==> config.mk <==
export PLATFORM = sky130hd
export DESIGN_NAME = adc_link_train
export DESIGN_NICKNAME = d
export VERILOG_FILES = /design/src/rtl/adc_train_pkg.sv /design/src/rtl/adc_eye_track.sv /design/src/rtl/adc_link_train.sv
export SDC_FILE = /design/constraint.sdc
export NUM_CORES = 1
export LEC_CHECK = 0
export CORE_ASPECT_RATIO = 0.6
export CORE_MARGIN = 2
export CORE_UTILIZATION = 49
export DETAILED_ROUTE_END_ITERATION = 10
export PLACE_DENSITY = 0.69
export SLEW_MARGIN = 20
export SYNTH_ARGS = -nofsm -noshare
export SYNTH_HDL_FRONTEND = slang
export SYNTH_SLANG_ARGS = --single-unit
==> constraint.sdc <==
create_clock -name clk_i -period 6.3 [get_ports clk_i]
set_input_delay 0.63 -clock clk_i [delete_from_list [all_inputs] [get_ports clk_i]]
set_output_delay 0.63 -clock clk_i [all_outputs]
set_load 0.02 [all_outputs]
==> src/rtl/adc_train_pkg.sv <==
// Shared definitions for the ADC link-training controller.
//   - FSM state encoding (plain localparams so legacy tools can consume them)
//   - default training pattern and tap-counter width
package adc_train_pkg;

  // Width of the tap, window-length and target arithmetic.
  localparam int unsigned TapW = 8;

  // Aligned training word transmitted by the ADC in test-pattern mode.
  localparam logic [5:0] DefPattern = 6'b111000;

  // Bitslips attempted before declaring failure; six would wrap back to the start.
  localparam logic [2:0] MaxSlips = 3'd5;

  localparam logic [3:0] StIdle      = 4'd0;
  localparam logic [3:0] StDlyRst    = 4'd1;
  localparam logic [3:0] StSettle    = 4'd2;
  localparam logic [3:0] StCheck     = 4'd3;
  localparam logic [3:0] StStep      = 4'd4;
  localparam logic [3:0] StEval      = 4'd5;
  localparam logic [3:0] StCenterRst = 4'd6;
  localparam logic [3:0] StCenterInc = 4'd7;
  localparam logic [3:0] StSlipCheck = 4'd8;
  localparam logic [3:0] StSlip      = 4'd9;
  localparam logic [3:0] StLocked    = 4'd10;
  localparam logic [3:0] StFail      = 4'd11;

endpackage

==> src/rtl/adc_eye_track.sv <==
// Eye-window tracker for the IODELAY sweep.
// Keeps the current run of good taps and the best (longest) run seen so far.
// A strictly longer run replaces the best one, so the first window wins ties.
// Ports:
//   clk_i, rst_i   clock, synchronous active-high reset
//   clear_i        clear all window state (new training run)
//   valid_i        one tap result is presented this cycle
//   good_i         tap result: 1 = good, 0 = bad (closes the current run)
//   tap_i          tap the result belongs to
//   close_i        end of sweep: close any open run
//   best_start_o   first tap of the best window
//   best_len_o     length of the best window in taps
module adc_eye_track
  import adc_train_pkg::*;
(
  input  logic            clk_i,
  input  logic            rst_i,
  input  logic            clear_i,
  input  logic            valid_i,
  input  logic            good_i,
  input  logic [TapW-1:0] tap_i,
  input  logic            close_i,
  output logic [TapW-1:0] best_start_o,
  output logic [TapW-1:0] best_len_o
);

  logic [TapW-1:0] cur_start_q, cur_start_d;
  logic [TapW-1:0] cur_len_q, cur_len_d;
  logic [TapW-1:0] best_start_q, best_start_d;
  logic [TapW-1:0] best_len_q, best_len_d;
  logic            close_run;

  always_comb begin
    cur_start_d  = cur_start_q;
    cur_len_d    = cur_len_q;
    best_start_d = best_start_q;
    best_len_d   = best_len_q;
    close_run    = close_i | (valid_i & ~good_i);

    if (clear_i) begin
      cur_start_d  = '0;
      cur_len_d    = '0;
      best_start_d = '0;
      best_len_d   = '0;
    end else if (valid_i && good_i) begin
      if (cur_len_q == '0) begin
        cur_start_d = tap_i;
      end
      cur_len_d = cur_len_q + TapW'(1);
    end else if (close_run) begin
      if (cur_len_q > best_len_q) begin
        best_start_d = cur_start_q;
        best_len_d   = cur_len_q;
      end
      cur_len_d = '0;
    end
  end

  always_ff @(posedge clk_i) begin
    if (rst_i) begin
      cur_start_q  <= '0;
      cur_len_q    <= '0;
      best_start_q <= '0;
      best_len_q   <= '0;
    end else begin
      cur_start_q  <= cur_start_d;
      cur_len_q    <= cur_len_d;
      best_start_q <= best_start_d;
      best_len_q   <= best_len_d;
    end
  end

  assign best_start_o = best_start_q;
  assign best_len_o   = best_len_q;

endmodule

==> src/rtl/adc_link_train.sv <==
// Link-training controller for one ADC serial bit line.
// Sweeps the IODELAY taps while the ADC sends a fixed pattern, finds the widest
// stable eye, parks the delay at its centre, then bitslips until the word matches.
// Optional feature: define ADC_TRAIN_MONITOR_EN to count post-lock word mismatches
// on errcnt_o (saturating); otherwise errcnt_o is tied to zero.
// Ports:
//   clk_i     clock (receiver DCLK/CLKDIV share this net)
//   rst_i     synchronous active-high reset
//   start_i   one-cycle training request, ignored while busy
//   din_i     6-bit deserialized word
//   bs_o      bitslip pulse
//   dinc_o    IODELAY increment pulse
//   drst_o    IODELAY reset pulse
//   busy_o    training in progress
//   done_o    aligned (sticky until next start/reset)
//   err_o     training failed (sticky until next start/reset)
//   tap_o     current IODELAY tap as tracked here
//   eye_o     best window length found
//   errcnt_o  post-lock mismatch count
module adc_link_train
  import adc_train_pkg::*;
#(
  parameter logic [5:0]  Pattern   = DefPattern,
  parameter int unsigned MaxTap    = 63,
  parameter int unsigned SettleCyc = 16,
  parameter int unsigned CheckCyc  = 32,
  parameter int unsigned MinEye    = 4
) (
  input  logic            clk_i,
  input  logic            rst_i,
  input  logic            start_i,
  input  logic [5:0]      din_i,
  output logic            bs_o,
  output logic            dinc_o,
  output logic            drst_o,
  output logic            busy_o,
  output logic            done_o,
  output logic            err_o,
  output logic [TapW-1:0] tap_o,
  output logic [TapW-1:0] eye_o,
  output logic [15:0]     errcnt_o
);

  localparam logic [15:0]     SettleLast = 16'(SettleCyc - 1);
  localparam logic [15:0]     CheckLast  = 16'(CheckCyc - 1);
  localparam logic [TapW-1:0] TapMax     = TapW'(MaxTap);
  localparam logic [TapW-1:0] MinEyeT    = TapW'(MinEye);

  logic [3:0]      state_q, state_d;
  logic [3:0]      ret_q, ret_d;      // check state to resume after settling
  logic [15:0]     cnt_q, cnt_d;
  logic [5:0]      first_q, first_d;  // first word of the current check window
  logic            same_q, same_d;    // all words so far equal the first one
  logic [TapW-1:0] tap_q, tap_d;
  logic [TapW-1:0] target_q, target_d;
  logic [2:0]      slips_q, slips_d;
  logic            tog_q, tog_d;      // spaces centring increments two cycles apart
  logic            bs_q, bs_d;
  logic            dinc_q, dinc_d;
  logic            drst_q, drst_d;
  logic            busy_q, busy_d;
  logic            done_q, done_d;
  logic            err_q, err_d;
  logic [TapW-1:0] eye_q, eye_d;

  logic            trk_clear, trk_valid, trk_good, trk_close;
  logic [TapW-1:0] best_start, best_len;

  logic            start_accept;
  logic [5:0]      check_word;
  logic            same_next;
  logic            word_is_rot;
  logic [11:0]     pat_dbl;

  assign start_accept = start_i &
                        ((state_q == StIdle) | (state_q == StLocked) | (state_q == StFail));

  // The reference word is the first sample of the window; on the first cycle it is din itself.
  assign check_word = (cnt_q == '0) ? din_i : first_q;
  assign same_next  = ((cnt_q == '0) | same_q) & (din_i == check_word);

  // Rotation matcher: any 6-bit window of the doubled pattern is a rotation.
  assign pat_dbl = {Pattern, Pattern};
  always_comb begin
    word_is_rot = 1'b0;
    for (int k = 0; k < 6; k++) begin
      if (pat_dbl[k +: 6] == check_word) begin
        word_is_rot = 1'b1;
      end
    end
  end

  always_comb begin
    state_d   = state_q;
    ret_d     = ret_q;
    cnt_d     = cnt_q;
    first_d   = first_q;
    same_d    = same_q;
    tap_d     = tap_q;
    target_d  = target_q;
    slips_d   = slips_q;
    tog_d     = tog_q;
    bs_d      = 1'b0;
    dinc_d    = 1'b0;
    drst_d    = 1'b0;
    busy_d    = busy_q;
    done_d    = done_q;
    err_d     = err_q;
    eye_d     = eye_q;
    trk_clear = 1'b0;
    trk_valid = 1'b0;
    trk_good  = 1'b0;
    trk_close = 1'b0;

    case (state_q)
      StIdle, StLocked, StFail: begin
        if (start_accept) begin
          done_d    = 1'b0;
          err_d     = 1'b0;
          eye_d     = '0;
          tap_d     = '0;
          slips_d   = '0;
          cnt_d     = '0;
          busy_d    = 1'b1;
          trk_clear = 1'b1;
          state_d   = StDlyRst;
        end
      end

      StDlyRst: begin
        drst_d  = 1'b1;
        tap_d   = '0;
        cnt_d   = '0;
        ret_d   = StCheck;
        state_d = StSettle;
      end

      StSettle: begin
        if (cnt_q == SettleLast) begin
          cnt_d   = '0;
          state_d = ret_q;
        end else begin
          cnt_d = cnt_q + 16'd1;
        end
      end

      StCheck, StSlipCheck: begin
        first_d = check_word;
        same_d  = same_next;
        if (cnt_q == CheckLast) begin
          cnt_d = '0;
          if (state_q == StCheck) begin
            trk_valid = 1'b1;
            trk_good  = same_next & word_is_rot;
            state_d   = StStep;
          end else if (same_next && (check_word == Pattern)) begin
            done_d  = 1'b1;
            busy_d  = 1'b0;
            state_d = StLocked;
          end else if (slips_q < MaxSlips) begin
            state_d = StSlip;
          end else begin
            err_d   = 1'b1;
            busy_d  = 1'b0;
            state_d = StFail;
          end
        end else begin
          cnt_d = cnt_q + 16'd1;
        end
      end

      StStep: begin
        if (tap_q < TapMax) begin
          dinc_d  = 1'b1;
          tap_d   = tap_q + TapW'(1);
          cnt_d   = '0;
          ret_d   = StCheck;
          state_d = StSettle;
        end else begin
          // A window still open at the last tap is closed here so it can win.
          trk_close = 1'b1;
          state_d   = StEval;
        end
      end

      StEval: begin
        eye_d = best_len;
        if (best_len < MinEyeT) begin
          err_d   = 1'b1;
          busy_d  = 1'b0;
          state_d = StFail;
        end else begin
          target_d = best_start + (best_len >> 1);
          state_d  = StCenterRst;
        end
      end

      StCenterRst: begin
        drst_d  = 1'b1;
        tap_d   = '0;
        tog_d   = 1'b0;
        state_d = StCenterInc;
      end

      StCenterInc: begin
        if (tap_q == target_q) begin
          cnt_d   = '0;
          ret_d   = StSlipCheck;
          state_d = StSettle;
        end else if (!tog_q) begin
          dinc_d = 1'b1;
          tap_d  = tap_q + TapW'(1);
          tog_d  = 1'b1;
        end else begin
          tog_d = 1'b0;
        end
      end

      StSlip: begin
        bs_d    = 1'b1;
        slips_d = slips_q + 3'd1;
        cnt_d   = '0;
        ret_d   = StSlipCheck;
        state_d = StSettle;
      end

      default: begin
        state_d = StIdle;
      end
    endcase
  end

  always_ff @(posedge clk_i) begin
    if (rst_i) begin
      state_q  <= StIdle;
      ret_q    <= StCheck;
      cnt_q    <= '0;
      first_q  <= '0;
      same_q   <= 1'b0;
      tap_q    <= '0;
      target_q <= '0;
      slips_q  <= '0;
      tog_q    <= 1'b0;
      bs_q     <= 1'b0;
      dinc_q   <= 1'b0;
      drst_q   <= 1'b0;
      busy_q   <= 1'b0;
      done_q   <= 1'b0;
      err_q    <= 1'b0;
      eye_q    <= '0;
    end else begin
      state_q  <= state_d;
      ret_q    <= ret_d;
      cnt_q    <= cnt_d;
      first_q  <= first_d;
      same_q   <= same_d;
      tap_q    <= tap_d;
      target_q <= target_d;
      slips_q  <= slips_d;
      tog_q    <= tog_d;
      bs_q     <= bs_d;
      dinc_q   <= dinc_d;
      drst_q   <= drst_d;
      busy_q   <= busy_d;
      done_q   <= done_d;
      err_q    <= err_d;
      eye_q    <= eye_d;
    end
  end

  adc_eye_track u_eye_track (
    .clk_i        (clk_i),
    .rst_i        (rst_i),
    .clear_i      (trk_clear),
    .valid_i      (trk_valid),
    .good_i       (trk_good),
    .tap_i        (tap_q),
    .close_i      (trk_close),
    .best_start_o (best_start),
    .best_len_o   (best_len)
  );

`ifdef ADC_TRAIN_MONITOR_EN
  logic [15:0] errcnt_q, errcnt_d;

  always_comb begin
    errcnt_d = errcnt_q;
    if (start_accept) begin
      errcnt_d = '0;
    end else if ((state_q == StLocked) && (din_i != Pattern) && (errcnt_q != 16'hFFFF)) begin
      errcnt_d = errcnt_q + 16'd1;
    end
  end

  always_ff @(posedge clk_i) begin
    if (rst_i) begin
      errcnt_q <= '0;
    end else begin
      errcnt_q <= errcnt_d;
    end
  end

  assign errcnt_o = errcnt_q;
`else
  assign errcnt_o = '0;
`endif

  assign bs_o   = bs_q;
  assign dinc_o = dinc_q;
  assign drst_o = drst_q;
  assign busy_o = busy_q;
  assign done_o = done_q;
  assign err_o  = err_q;
  assign tap_o  = tap_q;
  assign eye_o  = eye_q;

endmodule

# Word-level counts from Yosys, hierarchy flattened
# Cells that the tools add are included.
dict set report classes {
  n_addsub 5
  n_lt_le_gt_ge 4
  n_eq_ne 35
  muxes 72
  bitwise_logic 11
  reduce_logical 32
}
# operator n
set ops {}
lappend ops {{case mux 16 bit (6 select lines)} 1}
lappend ops {{2-to-1 mux 16 bit} 5}
lappend ops {{2-to-1 mux 8 bit} 6}
lappend ops {{2-to-1 mux 1 bit} 37}
lappend ops {{2-to-1 mux 4 bit} 8}
lappend ops {{case mux 4 bit (8 select lines)} 1}
lappend ops {{case mux 8 bit (4 select lines)} 1}
lappend ops {{!= test 2 bit, second input constant} 12}
lappend ops {{equality test 6 bit, first input constant} 3}
lappend ops {{adder 16 x 1 -> 16 bit, second input constant} 1}
lappend ops {{adder 8 x 1 -> 8 bit, second input constant} 2}
lappend ops {{equality test 16 x 4 -> 1 bit, second input constant} 1}
lappend ops {{equality test 16 x 5 -> 1 bit, second input constant} 1}
lappend ops {{equality test 4 x 3 -> 1 bit, second input constant} 4}
lappend ops {{equality test 4 bit, second input constant} 4}
lappend ops {{zero test 16 bit} 1}
lappend ops {{case mux 4 bit (4 select lines)} 1}
lappend ops {{case mux 8 bit (2 select lines)} 1}
lappend ops {{AND reduction 2 bit} 5}
lappend ops {{AND reduction 5 bit} 2}
lappend ops {{nonzero test 2 bit} 5}
lappend ops {{adder 8 x 7 -> 8 bit} 1}
lappend ops {{equality test 4 x 2 -> 1 bit, second input constant} 2}
lappend ops {{equality test 8 bit} 1}
lappend ops {{other kinds (33)} 53}
dict set report totals {
  reg_bits 97
  input_bits 9
  out_inout_bits 38
  wordCells 179
}

# Longest topological paths before layout
# Gate-level depths: netlist of run 1.
dict set report depth {
  depth_word 18
  ltp_mapped 9
}

# Cells and area by module
# From an unflattened synthesis of run 1, not the netlist that was laid out.
dict set report hier_totals {
  hier_cells 682
  hier_area_um2 5649.2
}
# mod instances cells_each area_each_um2
set by_module_without_submodules {}
lappend by_module_without_submodules {adc_link_train 1 492 3965.1}
lappend by_module_without_submodules {adc_eye_track 1 190 1684.1}

# Worst setup path after synthesis of run 1
# Ideal clock, no wire load.
dict set report synth_timing {
  kind {register -> register}
  from {register tap_q[0] (netlist: tap_o[0])}
  to {register tap_q[2] (netlist: tap_o[2])}
  setup_ps 72
  t_arrival_ps 2074
  slack_ps 4155
  stages_incl_launch_ff 7
  path_cell_list {dfxtp_1 > ha_1 > a311oi_4 > nor2_2 > clkbuf_1 > nor4b_1 > mux2i_1}
}
dict set report synth_via {
  elab_chain_cells 4
  elab_cells_between_ends 10
}
# item line_no
set synth_rtl {}
lappend synth_rtl {{start: declaration} adc_link_train.sv:54} ;# logic [TapW-1:0] tap_q, tap_d;
lappend synth_rtl {{start signal: assignment} adc_link_train.sv:257} ;# tap_q <= tap_d;
lappend synth_rtl {{adder 8 x 1 -> 8 bit} {adc_link_train.sv:175, adc_link_train.sv:212}}
lappend synth_rtl {{2-to-1 mux 8 bit} adc_link_train.sv:210} ;# end else if (!tog_q) begin
lappend synth_rtl {{2-to-1 mux 8 bit} adc_link_train.sv:206} ;# if (tap_q == target_q) begin
lappend synth_rtl {{case mux 8 bit (4 select lines)} adc_link_train.sv:115} ;# case (state_q)
# Several ways; a longest one is shown, not always the timed one. The select of a mux whose other input is x is not followed.
# A chain may end at the register's enable or synchronous reset.

# Worst setup path after layout of run 1
dict set report layout_timing {
  from {register state_q[2]}
  to {register u_eye_track.best_len_q[6] (netlist: u_eye_track.best_len_o[6])}
}
dict set report layout_via {
  elab_chain_cells 8
  elab_cells_between_ends 27
}
# item line_no
set layout_rtl {}
lappend layout_rtl {{start: declaration} adc_link_train.sv:49} ;# logic [3:0] state_q, state_d;
lappend layout_rtl {{start signal: assignment} adc_link_train.sv:235} ;# state_q <= StIdle;
lappend layout_rtl {{start signal: assignment} adc_link_train.sv:252} ;# state_q <= state_d;
lappend layout_rtl {{equality test 4 x 2 -> 1 bit} {adc_link_train.sv:115, adc_link_train.sv:152}}
lappend layout_rtl {{2-to-1 mux 1 bit} adc_link_train.sv:152} ;# if (state_q == StCheck) begin
lappend layout_rtl {{2-to-1 mux 1 bit} adc_link_train.sv:150} ;# if (cnt_q == CheckLast) begin
lappend layout_rtl {{2-to-1 mux 1 bit} adc_link_train.sv:115}
lappend layout_rtl {{inverter 1 bit} adc_eye_track.sv:38} ;# close_run = close_i | (valid_i & ~good_i);
lappend layout_rtl {{bitwise AND 1 bit} adc_eye_track.sv:38}
lappend layout_rtl {{OR 1 bit} adc_eye_track.sv:38}
lappend layout_rtl {{AND reduction 3 bit (no line)} -}
lappend layout_rtl {{end signal: assignment} adc_eye_track.sv:69} ;# best_len_q <= best_len_d;
lappend layout_rtl {{end: declaration} adc_eye_track.sv:30} ;# logic [TapW-1:0] best_len_q, best_len_d;
# Several ways; a longest one is shown, not always the timed one.

==> results.cfg, run 1 <==
[placement]
io_buffer_count = 30
hpwl_um = 10400
place_congestion = 0.887

[worst_setup_path]
crit_arrival_ns = 3.33
critPathCaptureType = flip-flop
cp_data_required_time_ns = 6.57
critPathKind = flip-flop to flip-flop
start_kind = flip-flop
crit_path_max_fanout = 24

[synth]
ys_seq_elements = 95
yosys-top-cells-area = dfxtp_1, mux2i_1, nand2_1
synthArstFlopShare_pct = 0
synth_adder_area_share_pct = 4.89
synthFlopType = dfxtp_1
yosys_warnings = 0
yosysTopAreaCellShare_pct = 32.9
ys_seq_area_share_pct = 32.9
avgSynthCellArea_um2 = 8.56
synth_mux_area_share_pct = 6.59
synth_simple_gate_area_share_pct = 29.6
synthCells = 676
netlist_area_um2 = 5790
synthXorXnorAreaFrac_pct = 5.75
synth_edf_count = 0
synth_top_area_cell = dfxtp_1
ys_top_cells_by_count = dfxtp_1, nand2_1, nor2_1
yosysMostFrequentCell = dfxtp_1
synth_compound_area_share_pct = 13.8
synth_top_family_by_area = simple AND/OR/NAND/NOR gates
yosysUniqueCellTypes = 85

[clock_network]
clkTransAtPathRegs_ns = 0.07
clock-root-buffer = clkbuf_16
cts.sinks = 95
postCtsHoldBufs = 0
cts_tree = done
clock_path_buffers = 2
cts-buffers-inserted = 9
post_cts_buffers = 0
cts_max_level = 3
clkLatencyLatePin_ns = 0.34
cts_resized = 0

[worst_hold_path]
hold_class = flip-flop to flip-flop

[final_layout]
drive_above_1_share_pct = 9.12
areaGrowthSynthToFinish_pct = 10.4
antenna_cells = 0
utilization_pct = 56.0
fillerInstances = 1031
nNetsFinal = 717

[sta]
drv_slew = 0
finalSetupViolations = 0
rsz0062_at_grt = false
maxSlewHeadroom_pct = 31.3
min_period_over_period_pct = 48.5
worst_pin_slew_ns = 1.02
holdWs_ns = 0.464
period_minus_slack_ns = 3.06
max_freq_ghz = 0.327
hold_viol_final = 0
skew_ns = 0.00736
setup-tns-final_ns = 0

[run]
max_cap_viol_count = 0

[pwr]
leakage_nw = 2.16
ir_drop_v = 0.000147
p_per_area_nw_per_um2 = 289
finalPower_mw = 1.84

[routing]
drc = 0
wirelength_um = 14200
vias = 4937
vias_per_cell = 5.80
post_drt_wl_per_cell_um = 16.7
drtIter0Drc = 438
final_antenna_net_count = 0
drtPass1Iterations = 5

[die]
start_util_pct = 50.7
die_area_um2 = 12700
pin_count = 47
rows = 30
die_w_um = 144
core_um2 = 11400
die_h_um = 88.2

[grt]
grt_max_degree = 45
grt_overflow = 0
grt_util_all_layers_pct = 23.4
antenna_found_initial = 0
first_global_vias = 4441
grt_pass1_wl_um = 23500

[run_status]
status = complete, no violations
==> stage by stage <==
step | instance area [um^2] | worst slack, ns | std cells
6_report | 6390 | 3.24 | 851
4_1_cts | 6390 | 3.33 | 851
5_1_grt | 6390 | 2.97 | 851
3_3_place_gp | 6070 | 3.39 | 835
2_1_floorplan | 5840 | 4.15 | 691
3_5_place_dp | 6070 | 3.30 | 835
==> metal layers <==
metal	vias to the layer above	GRT usage, %	part of all wire (%)
met3	6	5.08	7.4
met4	0	3.35	0.45
li1	2404	-	-
met2	159	33.5	41
met5	-	0	0
met1	2368	36.5	52
==> critical path, stage by stage (launching register included) <==
cell,delay (ns)
dfxtp_1,0.79
nor2b_1,0.37
nand2_1,0.25
nor2_2,0.59
nor4_4,0.13
nor2_4,0.58
mux2i_1,0.26
==> cell families after synthesis <==
| group | count (synthesis) |
|---|---|
| flip-flops | 95 |
| other | 1 |
| buffers and inverters | 70 |
| AO/OA/AOI/OAI | 110 |
| adder cells (fa/ha/maj) | 22 |
| AND/OR/NAND/NOR | 302 |
| multiplexers | 38 |
| XOR/XNOR | 38 |
==> registers in the layout (all words and copies together) (netlist names), 4 cells and up <==
register                  flops
u_eye_track.cur_len_q         8
u_eye_track.cur_start_q       8
eye_o                         8
cnt_q                        16
tap_o                         8
u_eye_track.best_len_o        8
first_q                       6
state_q                       4
u_eye_track.best_start_o      8
target_q                      8
==> final timing paths <==
kind	from	to	slack, ns	depth (start not counted)
setup / recovery	state_q[2]	u_eye_track.best_len_o[6]	3.24	6
hold / removal	done_o	done_o	0.46	2
hold reg to reg	done_o	done_o	0.46	2
setup reg to reg	state_q[2]	u_eye_track.best_len_o[6]	3.24	6
==> cells in the final DEF (no fill, tap or decap), types with 5 or more instances in the layout <==
cell	instances
nand2_1	86
and3_1	5
nor2b_1	12
a21o_1	5
xor2_1	9
o31ai_1	5
o21ai_0	9
o21a_1	10
nand3b_1	6
nor2_1	63
xnor2_1	29
nand3_1	31
clkbuf_16	9
clkdlybuf4s50_1	30
a21oi_1	34
nand2b_1	5
mux2i_1	37
nor3_1	12
inv_1	21
ha_1	21
nand4_1	11
dfxtp_1	95
conb_1	16
nor4_1	7
nor4_2	7
==> report_power, final <==
group          switching (mW)  internal, mW  total [mW]
combinational           0.338         0.210       0.548
sequential             0.0755         0.638       0.714
clock                   0.256         0.326       0.582
total                   0.669          1.17        1.84
==> area by class of cell <==
class	instances	area, um^2	share of cell area, %
clock inverter	6	75.1	1.18
sequential	95	1900	29.8
clock buffer	10	239	3.74
multi-input combinational	526	3570	55.9
tap	160	200	3.13
timing repair buffer	32	315	4.94
inverter	22	82.6	1.29
No activity file was read; power rests on OpenSTA's default activity.
==> run 2: changes to the inputs <==
Clock period 6.3 ns to 3.05 ns, I/O delays scaled along.
==> results.cfg, run 2 (synthesized netlist as in run 1, its figures left out) <==
[sta]
setup-tns-final_ns = 0
holdWs_ns = 0.454
max_freq_ghz = 0.393
finalSetupViolations = 0
worst_pin_slew_ns = 0.727
maxSlewHeadroom_pct = 51.5
min_period_over_period_pct = 83.3
hold_viol_final = 0
drv_slew = 0
skew_ns = 0.00475
period_minus_slack_ns = 2.54
rsz0062_at_grt = false

[routing]
drtIter0Drc = 517
drtPass1Iterations = 5
vias_per_cell = 5.76
vias = 4975
final_antenna_net_count = 0
wirelength_um = 14500
drc = 0
post_drt_wl_per_cell_um = 16.8

[worst_setup_path]
cpMaxStageDelayCell = a21o_1
worstSetupStartpoint = cnt_q[0]
critPathCaptureType = flip-flop
start_kind = flip-flop
r2r_slack_ns = 0.51
crit_path_max_fanout = 14
critPathKind = flip-flop to flip-flop
cp_data_required_time_ns = 3.25
r2r-start = cnt_q[0]
slowest_delay_ns = 0.48
crit_arrival_ns = 2.74
crit_chain = ha_1, nand3_1, a31o_2, o31ai_1, and3b_1, a21o_1, nor2_1

[worst_hold_path]
min-delay-start = busy_o
hold_class = flip-flop to flip-flop

[die]
start_util_pct = 50.7
rows = 30
pin_count = 47
die_w_um = 144
die_area_um2 = 12700
die_h_um = 88.2
core_um2 = 11400

[grt]
first_global_vias = 4401
grt_max_degree = 44
antenna_found_initial = 0
grt_overflow = 0
grt_pass1_wl_um = 23200
grt_util_all_layers_pct = 23.5

[placement]
io_buffer_count = 30
place_congestion = 0.942
hpwl_um = 10700

[clock_network]
clkLatencyLatePin_ns = 0.34
post_cts_buffers = 0
cts.sinks = 95
cts_tree = done
postCtsHoldBufs = 0
cts_resized = 0
clkTransAtPathRegs_ns = 0.06
cts_max_level = 3
clock-root-buffer = clkbuf_16
clock_path_buffers = 2
cts-buffers-inserted = 9

[final_layout]
registers.top_by_ff_count = cnt_q
nNetsFinal = 730
drive_above_1_share_pct = 10.7
final_cell_mix = dfxtp_1, nand2_1, nor2_1
areaGrowthSynthToFinish_pct = 12.4
largest_reg_flops = 16
antenna_cells = 0
final_common_cell = dfxtp_1

[pwr]
leakage_nw = 2.23
finalPower_mw = 3.88
ir_drop_v = 0.000345
p_per_area_nw_per_um2 = 597

[run_status]
status = complete, no violations

[run]
max_cap_viol_count = 0
run 2: cell count changes in the layout (fill, tap and decap cells not counted):
| cell | before | now |
|---|---|---|
| buf_4 | 2 | 15 |
| bufinv_16 | 1 | 2 |
| clkbuf_1 | 0 | 1 |
| clkbuf_8 | 1 | 2 |
| inv_6 | 3 | 1 |
| inv_8 | 1 | 0 |
run 2: path summary, 6_finish.rpt:
check | depth (start not counted) | endpoint
setup / recovery | 7 | cnt_q[3]
hold / removal | 2 | busy_o
setup reg to reg | 7 | cnt_q[3]
hold reg to reg | 2 | busy_o
run 2: report_power, final:
part / internal (mW) / switching, mW / total [mW] / leakage, nW
combinational: 0.459 / 0.748 / 1.21 / 1.30
clock: 0.767 / 0.479 / 1.25 / 0.159
sequential: 1.32 / 0.108 / 1.43 / 0.767
run 2: layout make-up:
cell class                 count  area (um^2)
fill                        1027         4910
multi-input combinational    526         3570
sequential                    95         1900
timing repair buffer          45          413
clock buffer                  12          256
tap                          160          200
inverter                      22         82.6
clock inverter                 4         76.3
run 2: per-stage QoR:
step                      instance area, um^2  setup slack (ns)  utilization [%]  std cells
after floorplan                          5840             0.905                -        691
after global placement                   6170             0.496             54.1        848
after detailed placement                 6170             0.396             54.1        848
after CTS                                6500             0.517             57.0        864
after global routing                     6500             0.301             57.0        864
final                                    6500             0.508             57.0        864
run 2: routing by layer:
layer	routed length [um]	up-vias	share of wire, %	GRT usage [%]
li1	-	2419	-	-
met1	7440	2359	51	36.0
met2	5890	185	41	34.0
met3	1100	12	7.5	5.03
met4	105	0	0.72	4.24
met5	0	-	0	0
run 2: worst max-delay path, delay by kind of cell, from the launching register on:
kind	cells	cell delay (ns)
adders and majority gates	1	0.28
DFF	1	0.42
and+or+nand+nor	3	0.64
AOI/OAI and AO/OA	3	1.06
==> run 3: changes to the inputs <==
Settings changed: PLACE_DENSITY 0.69 to 0.72.
Clock period 3.05 ns to 2.1 ns, I/O delays scaled along.
==> results.cfg, run 3 (synthesized netlist as in run 1, its figures left out) <==
[run_status]
status = complete, but fails checks
failed_checks = DRC, setup timing

[routing]
final_antenna_net_count = 0
met2RoutedLength_um = 8390
drc = 1
post_drt_wl_per_cell_um = 19.3
wl_met3_um = 1990
drtPass1Iterations = 9
wirelength_um = 18900
drtIter0Drc = 599
wl_met1_um = 8100
vias_per_cell = 5.93
vias = 5832
route.top_layer_used = met4

[grt]
first_global_vias = 5307
grt_overflow = 0
grt_pass1_wl_um = 27200
grt_util_all_layers_pct = 27.7
antenna_found_initial = 0
grt_max_degree = 42

[final_layout]
largest_reg_flops = 16
fillerInstances = 844
nNetsFinal = 850
areaGrowthSynthToFinish_pct = 38.5
antenna_cells = 0
regArea_um2 = 1930
utilization_pct = 70.3
multi_input_area_um2 = 3990
drive_above_1_share_pct = 31.7
final_cell_mix = buf_4, nand2_1, dfxtp_1
layout.cells.non_filler = 983
final_common_cell = buf_4
registers.top_by_ff_count = cnt_q

[worst_setup_path]
critPathKind = flip-flop to flip-flop
cpMaxStageDelayCell = or3b_4
worstSetupStartpoint = cnt_q[7]
crit_path_max_fanout = 3
crit_arrival_ns = 2.50
critPathMostFrequentCell = buf_4
slowest_delay_ns = 0.40
cp_num_buf_inv = 2
critPathCaptureType = flip-flop
r2r-start = cnt_q[7]
cp_data_required_time_ns = 2.38
cp_top_family = simple AND/OR/NAND/NOR gates
start_kind = flip-flop
crit_chain = nor4_4, buf_4, nand4_1, buf_4, nand2_1, o21ai_0, or3b_4, a21oi_2

[sta]
setup-tns-final_ns = -2.61
hold_viol_final = 0
holdWs_ns = 0.466
skew_ns = 0.00728
finalSetupViolations = 43
min_period_over_period_pct = 106
worst_pin_slew_ns = 0.615
period_minus_slack_ns = 2.22
rsz0062_at_grt = true
max_freq_ghz = 0.450
drv_slew = 0
setup_ws_ns = -0.124
maxSlewHeadroom_pct = 58.9

[clock_network]
cts.sinks = 95
clock_path_buffers = 2
clkLatencyLatePin_ns = 0.35
clkTransAtPathRegs_ns = 0.07
cts_tree = done
clock-root-buffer = clkbuf_16
cts-buffers-inserted = 9
cts_max_level = 3

[die]
die_h_um = 88.2
start_util_pct = 50.7
core_um2 = 11400
die_w_um = 144
pin_count = 47
rows = 30
die_area_um2 = 12700

[placement]
place_congestion = 0.997
io_buffer_count = 30
hpwl_um = 12600
dp.cells = 943

[pwr]
ir_drop_v = 0.000581
p_per_area_nw_per_um2 = 870
leakage_nw = 3.00

[worst_hold_path]
min-delay-start = u_eye_track.best_start_o[2]
hold_class = flip-flop to flip-flop

[run]
max_cap_viol_count = 0
run 3: through the flow:
stage               setup slack, ns  power (mW)  cell area [um^2]
detailed placement           -0.371        4.29              6940
global route                 -0.151        7.20              8020
CTS                         -0.0590        6.41              7490
floorplan                  -0.00884        3.47              5850
finish                       -0.124        6.97              8020
global placement             -0.205        4.21              6940
run 3: metal layers:
metal	track usage [%]	up-vias
met5	0	-
met3	6.62	57
met2	42.3	344
met4	7.68	0
li1	-	2664
met1	39.2	2767
run 3: path summary, 6_finish.rpt:
kind | to | slack [ns] | cells after the start
min reg2reg | u_eye_track.best_start_o[2] | 0.47 | 2
max reg2reg | done_o | -0.12 | 8
min | u_eye_track.best_start_o[2] | 0.47 | 2
max | done_o | -0.12 | 8
run 3: repair_timing:
item,CTS,global route
cloned,0,2
gates resized for setup,27,84
pin swaps,14,36
endpoints found under the hold margin,0,0
hold buffers,0,0
setup endpoints to repair,62,72
buffers inserted,7,16
run 3: worst min-delay path: cells and delay by family, from the launching register on:
kind | cells | cell delay, ns
flops | 1 | 0.32
mux | 1 | 0.05
simple gates | 1 | 0.05
run 3: power breakdown:
group / switching, mW / internal, mW / total [mW]
sequential: 0.143 / 1.93 / 2.07
combinational: 1.57 / 1.34 / 2.91
clock: 0.716 / 1.28 / 1.99
run 3: final cells by class:
cell class / count / share of cell area, %
sequential: 95 / 24.1
tap: 160 / 2.50
inverter: 22 / 1.03
multi-input combinational: 527 / 49.8
clock buffer: 9 / 2.81
clock inverter: 6 / 1.67
timing repair buffer: 164 / 18.1
